## config.mk

```make
export PLATFORM = sky130hd
export DESIGN_NAME = lru_replacement_algorithm
export DESIGN_NICKNAME = d
export VERILOG_FILES = /design/src/rtl/lru_replacement_algorithm.sv
export SDC_FILE = /design/constraint.sdc
export NUM_CORES = 1
export LEC_CHECK = 0
export ABC_CLOCK_PERIOD_IN_PS = 2500
export BUFFER_PORTS_ARGS = -buffer_cell sky130_fd_sc_hd__buf_2
export CAP_MARGIN = 25
export CORE_MARGIN = 5
export CORE_UTILIZATION = 46
export DETAILED_ROUTE_END_ITERATION = 16
export GPL_TIMING_DRIVEN = 0
export PLACE_DENSITY = 0.67
export SYNTH_ARGS = -nofsm -noshare
export SYNTH_HDL_FRONTEND = slang
export SYNTH_SLANG_ARGS = --single-unit
export TNS_END_PERCENT = 100
```

## constraint.sdc

```tcl
create_clock -name clock -period 2.5 [get_ports clock]
set_clock_uncertainty 0.2 [all_clocks]
set_input_delay 0.375 -clock clock [delete_from_list [all_inputs] [get_ports clock]]
set_output_delay 0.375 -clock clock [all_outputs]
set_load 0.05 [all_outputs]
```

## src/rtl/lru_replacement_algorithm.sv

```systemverilog
// True-LRU victim selector for one cache set: per-line age counters forming a
// permutation of 0..N-1, with access (make MRU) and invalidate (make LRU) updates.
module lru_replacement_algorithm #(
    parameter int unsigned NUMBER_OF_CACHE_LINES = 4,
    parameter int unsigned COUNTER_WIDTH = (NUMBER_OF_CACHE_LINES <= 4)  ? 2 :
                                           (NUMBER_OF_CACHE_LINES <= 8)  ? 3 :
                                           (NUMBER_OF_CACHE_LINES <= 16) ? 4 :
                                           (NUMBER_OF_CACHE_LINES <= 32) ? 5 :
                                           (NUMBER_OF_CACHE_LINES <= 64) ? 6 :
                                           (NUMBER_OF_CACHE_LINES <= 128) ? 7 : 8
) (
    input  logic                     clock,
    input  logic                     reset,
    input  logic                     enable,
    input  logic [COUNTER_WIDTH-1:0] lastAccessedCacheLine,
    input  logic                     invalidate,
    input  logic [COUNTER_WIDTH-1:0] invalidatedCacheLine,
    output logic [COUNTER_WIDTH-1:0] replacementCacheLine
);

    localparam logic [COUNTER_WIDTH-1:0] MaxAge = COUNTER_WIDTH'(NUMBER_OF_CACHE_LINES - 1);

    logic [COUNTER_WIDTH-1:0] age     [NUMBER_OF_CACHE_LINES];
    logic [COUNTER_WIDTH-1:0] ageNext [NUMBER_OF_CACHE_LINES];
    logic [COUNTER_WIDTH-1:0] accessAge;
    logic [COUNTER_WIDTH-1:0] invalidAge;
    logic                     accessHit;
    logic                     invalidHit;

    // Index lookup by scan so out-of-range indices (non power-of-two N) simply miss.
    always_comb begin
        accessAge  = '0;
        invalidAge = '0;
        accessHit  = 1'b0;
        invalidHit = 1'b0;
        for (int unsigned i = 0; i < NUMBER_OF_CACHE_LINES; i++) begin
            if (COUNTER_WIDTH'(i) == lastAccessedCacheLine) begin
                accessAge = age[i];
                accessHit = 1'b1;
            end
            if (COUNTER_WIDTH'(i) == invalidatedCacheLine) begin
                invalidAge = age[i];
                invalidHit = 1'b1;
            end
        end
    end

    always_comb begin
        for (int unsigned i = 0; i < NUMBER_OF_CACHE_LINES; i++) begin
            ageNext[i] = age[i];
        end
        if (invalidate) begin
            if (invalidHit) begin
                for (int unsigned i = 0; i < NUMBER_OF_CACHE_LINES; i++) begin
                    if (COUNTER_WIDTH'(i) == invalidatedCacheLine)
                        ageNext[i] = MaxAge;
                    else if (age[i] > invalidAge)
                        ageNext[i] = age[i] - COUNTER_WIDTH'(1);
                end
            end
        end else if (enable && accessHit) begin
            for (int unsigned i = 0; i < NUMBER_OF_CACHE_LINES; i++) begin
                if (COUNTER_WIDTH'(i) == lastAccessedCacheLine)
                    ageNext[i] = '0;
                else if (age[i] < accessAge)
                    ageNext[i] = age[i] + COUNTER_WIDTH'(1);
            end
        end
    end

    always_ff @(posedge clock or posedge reset) begin
        if (reset) begin
            for (int unsigned i = 0; i < NUMBER_OF_CACHE_LINES; i++) begin
                age[i] <= COUNTER_WIDTH'(NUMBER_OF_CACHE_LINES - 1 - i);
            end
        end else begin
            for (int unsigned i = 0; i < NUMBER_OF_CACHE_LINES; i++) begin
                age[i] <= ageNext[i];
            end
        end
    end

    always_comb begin
        replacementCacheLine = '0;
        for (int unsigned i = 0; i < NUMBER_OF_CACHE_LINES; i++) begin
            if (age[i] == MaxAge)
                replacementCacheLine = COUNTER_WIDTH'(i);
        end
    end

endmodule

```

Word level (Yosys, flattened, before mapping)
Cells that the tools add are included.

Register bits: 8. Input port bits: 8. Output and inout bits: 2. Word-level logic and storage cells: 84.

Add/sub/neg operators: 8. Order comparisons: 8. Eq/ne operators: 14. Multiplexer cells: 38. Reductions and logical operators: 12.

Operators by type and width (number): two-way mux 2 bit (26); two-way mux 8 bit (3); AND reduction 4 bit (4); != test 3 x 1 -> 1 bit, second input constant (4); nonzero test 3 bit (4); two-way mux 1 bit (9); adder 2 x 1 -> 2 bit, second input constant (4); == test 2 bit, first input constant (4); > comparator 2 bit (4); less-than comparator 2 bit (4); subtractor 2 x 1 -> 2 bit, second input constant (4); == test 2 bit, second input constant (3); == test 1 x 2 -> 1 bit, first input constant (2); zero test 2 bit (2); != test 2 x 1 -> 1 bit, second input constant (1); nonzero test 2 bit (1); logical AND 1 bit (1).

Longest topological paths before layout
Word-level depth: 10. Mapped depth: 9. Mapped depth without buffers: 8.

Worst setup path after synthesis
Ideal clock, no wire load.

Path type: input to register. From: input port invalidatedCacheLine[0]. To: register age[1] (netlist name). Setup time: 128 ps. Arrival: 2277 ps. Data required time: 2172 ps. Slack: -104 ps. Cell stages on the path: 9. Path buffers: 1. Cell sequence: buf_2 -> mux4_2 -> inv_1 -> ha_1 -> nor2b_1 -> o21ai_0 -> a21oi_1 -> o22ai_1 -> mux2_1.

Cells in the longest elaborated chain, start to end: 8. Elaborated cells on any way between the ends: 19. Classes of those cells: 1 x order compare; 5 x eq/ne; 11 x mux; 2 x reduce/logical.

RTL lines: start, declared (RTL line 17) `input logic [COUNTER_WIDTH-1:0] invalidatedCacheLine,`; zero test 2 bit (RTL line 41) `if (COUNTER_WIDTH'(i) == invalidatedCacheLine) begin`; two-way mux 2 bit (4 in series) (RTL line 41); > comparator 2 bit (RTL line 57) `else if (age[i] > invalidAge)`; != test 3 x 1 -> 1 bit (no line); AND reduction 4 bit (no line); end signal, assigned by index (RTL line 74) `age[i] <= COUNTER_WIDTH'(NUMBER_OF_CACHE_LINES - 1 - i);`; end signal, assigned by index (RTL line 78) `age[i] <= ageNext[i];`; end, declared (RTL line 23) `logic [COUNTER_WIDTH-1:0] age [NUMBER_OF_CACHE_LINES];`.

Parallel ways exist; a longest one is shown, timed or not. The select of a mux whose other input is x is not followed. A chain may end at the register's enable or synchronous reset.

Worst setup path in the final report
From: register age[3] (netlist name). To: register age[1] (netlist name).

Cells in the longest elaborated chain, start to end: 5. Elaborated cells on any way between the ends: 9. Classes of those cells: 2 x order compare; 1 x eq/ne; 4 x mux; 2 x reduce/logical.

RTL lines (RTL line): two-way mux 2 bit (on tied branches) (2 in series) (41, 37); > comparator 2 bit or less-than comparator 2 bit (tied branches) (57, 65); != test 3 x 1 -> 1 bit (no line) or nonzero test 3 bit (tied branches); AND reduction 4 bit (no line) *.

Mark *: on every way between the ends. The rest lies on a longest branch, timed or not.

==> results.md <==
* Worst Max-Slew Pin Slew at 459 ps
* Post-synth top area share at 0.169
* Synth Instances at 127
* Worst hold slack at 293 ps
* Seq/Total Area, Yosys at 0.185
* WL/cell at 16.2 um
* Clk pwr share at 0.060
* Top Registers: age: 8 flops
* GRT Util Overall at 0.171
* Fmax at 405 MHz
* Largest stage delay, worst path at 490 ps
* Top reg by flops: age
* Final ANT Viol Nets at 0
* Area growth, synth to finish at 15.2%
* Die area at 0.00350 mm^2
* Synth async-reset ratio at 1.00
* Placed insts at 162
* Synth area leader: ha_1
* P_int at 0.929 mW
* IO Count at 10
* Area of the core at 0.00225 mm^2
* Initial DRC Count at 45
* Clock sink count at 8
* Synth Flop Type: dfstp_2
* Critical path's slowest cell: mux4_2
* CTS Buffer Depth at 2
* Worst r2r path cells at 8
* Crit path DAT at 2410 ps
* Synth Area in Simple Gates at 0.187
* Die Wd at 59.1 um
* Largest net degree at the start of global routing at 11
* Worst hold path type: primary input to register
* Clk Tree Root Cell: clkbuf_4
* Cell variety after synth at 42
* Max_slew headroom at 0.694
* Total CTS buffers at 3
* Final setup TNS at 0 ps
* Synth Area in XOR/XNOR at 0
* DRC viols at 0
* Gpl congestion at 0.793
* Vias at 1033
* DP Wirelength at 2.01 mm
* Sw frac at 0.483
* Slew Limit Fails at 0
* Largest fanout on the critical path at 4
* H-Tree Depth at 1
* Flop pwr share at 0.187
* Power per cell area at 1400 mW/mm^2
* Comb power frac at 0.754
* Port Buffer Count at 7
* Seq cells post-synth at 8
* Setup crit start kind: register
* Post-synthesis compound-gate area fraction at 0.222
* Share of layout cells above drive strength 1 at 0.319
* Row count at 17
* CTS tree: done
* Initial antenna violation count at 0
* Largest family of logic cells by synthesized area: compound AO/OA/AOI/OAI gates
* Final setup fails at 0
* Critical path class: register to register
* Vias in the first global route at 986
* Cell Chain, Critical Path: mux4_2, inv_4, ha_4, nor2b_1, o21ai_1, a21oi_1, o22ai_1, mux2_1
* GRT overflow at 0
* Endpoints failing hold at 0
* Synthesized area per cell at 8.75 um^2
* Diode count at 0
* Net Switching at 0.867 mW
* Crit path required time at 2440 ps
* Largest register FFs at 8
* Peak VDD IR at 0.00105 V
* Height of the die at 59.1 um
* Dominant cells by area after synthesis: ha_1 17%, dfstp_2 9.5%, dfrtp_1 9.0%, nand2_1 5.1%, o21ai_0 4.1%
* Post-layout net count at 165
* Post-synthesis adder-cell area fraction at 0.169
* EDFF count, synth at 0
* Period utilization at 0.988
* Multiplexer share of the synthesized area at 0.159
* Skew-Pair Late Insertion Delay at 260 ps
* Maxcap violations at 0
* Hold depth at 4
* Status: finished clean
* Cell Area, Synth at 0.00111 mm^2
* Clock slew seen by the registers of the worst setup and hold paths at 60 ps
* RSZ-0062 raised after global routing: yes
* Layout Utilization at 0.568
* Vias per inst at 6.11
* Ys Warns at 0
* Drt total wl at 2.74 mm
* Syn nets at 150
* First-pass GRT wire length at 4.64 mm
* Pre-antenna DRT Iters at 5
* Crit. End Element: register
* Min Tclk post-route at 2470 ps
* Starting Density at 0.493
* Non-Filler Instances at 169
* Leakage at 0.590 nW
## critical path, delay by kind of cell (launching register included)
family	cells	cell delay, ps
flops	1	420
buf+inv	1	100
fa+ha+maj	1	200
simple gates	1	120
compound gates	3	470
mux	2	840
## power groups by stage
stage | Combinational, mW | Sequential [mW] | Clock [mW]
after global routing | 1.51 | 0.345 | 0.120
after global placement | 1.16 | 0.340 | 0
final | 1.35 | 0.335 | 0.107
after floorplan | 0.989 | 0.303 | 0
after detailed placement | 1.20 | 0.343 | 0
after CTS | 1.26 | 0.324 | 0.111
## area by class of cell
type / instances / area [um^2]
well taps: 28 / 35.0
inverters: 10 / 40.0
multi-input cells: 103 / 853
repair buffers: 10 / 60.1
clock buffers: 4 / 26.3
plain buffers: 6 / 56.3
fillers: 209 / 975
flip-flops and latches: 8 / 209
## cells by family (layout without fill, tap and decap cells)
| family | Yosys count | count (layout) |
|---|---|---|
| AND/OR/NAND/NOR | 41 | 41 |
| AO/OA/AOI/OAI | 36 | 36 |
| buffers and inverters | 16 | 30 |
| adder cells (fa/ha/maj) | 15 | 15 |
| multiplexers | 11 | 11 |
| flip-flops | 8 | 8 |
## through the flow
stage                     power, mW  cell area, um^2  setup WS (ps)
after floorplan                1.29             1120           12.1
after global placement         1.50             1190           -105
after detailed placement       1.55             1190           -133
after CTS                      1.70             1240          0.771
after global routing           1.98             1280          -37.8
final                          1.80             1280           30.3
## cell usage in the layout (no fill, tap or decap), types with 3 or more instances in the layout
cell | netlist | routed
o21ai_0 | 9 | 8
buf_2 | 1 | 7
inv_1 | 10 | 8
nor3_1 | 3 | 3
o22ai_1 | 3 | 3
buf_4 | 1 | 3
buf_6 | 3 | 4
dfstp_2 | 4 | 4
clkbuf_4 | 0 | 3
a21oi_1 | 7 | 7
nor2b_1 | 6 | 6
mux2i_1 | 3 | 3
dfrtp_2 | 0 | 3
nor2_1 | 6 | 6
nand3_1 | 3 | 3
nand2_1 | 15 | 15
ha_1 | 15 | 13
## final timing paths
check,from,to,slack [ps]
max,age[3],age[1],30
min reg2reg,age[7],age[7],420
max in group asynchronous,reset,age[7],1390
min in group asynchronous,reset,age[1],410
max reg2reg,age[3],age[1],30
min,lastAccessedCacheLine[1],age[2],290
## metal layers
metal,share of wire,routed length [um],vias up,global-route usage
met4,0.010,28,0,0.0485
met5,0,0,-,0
li1,-,-,497,-
met3,0.053,145,4,0.0261
met1,0.47,1290,484,0.252
met2,0.47,1280,48,0.256
## synthesized netlist by cell type, types with 2 or more instances
cell / instances
nand3b_1: 2
nand2_1: 15
a21o_1: 2
ha_1: 15
a32oi_1: 2
buf_6: 3
a21oi_1: 7
mux4_2: 2
nand3_1: 3
o21ai_2: 2
inv_1: 10
a31oi_1: 2
nor2_1: 6
o22ai_1: 3
dfstp_2: 4
o21ai_0: 9
nor3_1: 3
o221ai_1: 2
mux2i_1: 3
nor2b_1: 6
mux2_4: 2
dfrtp_1: 4
## repair_timing
action,in CTS,in global routing
gates resized for setup,1,9
gates cloned,0,0
hold endpoints to repair,4,0
hold buffers,1,0
setup buffers,2,0
setup endpoints to repair,1,5
pin swaps,1,5
(Power assumes the default switching activity.)
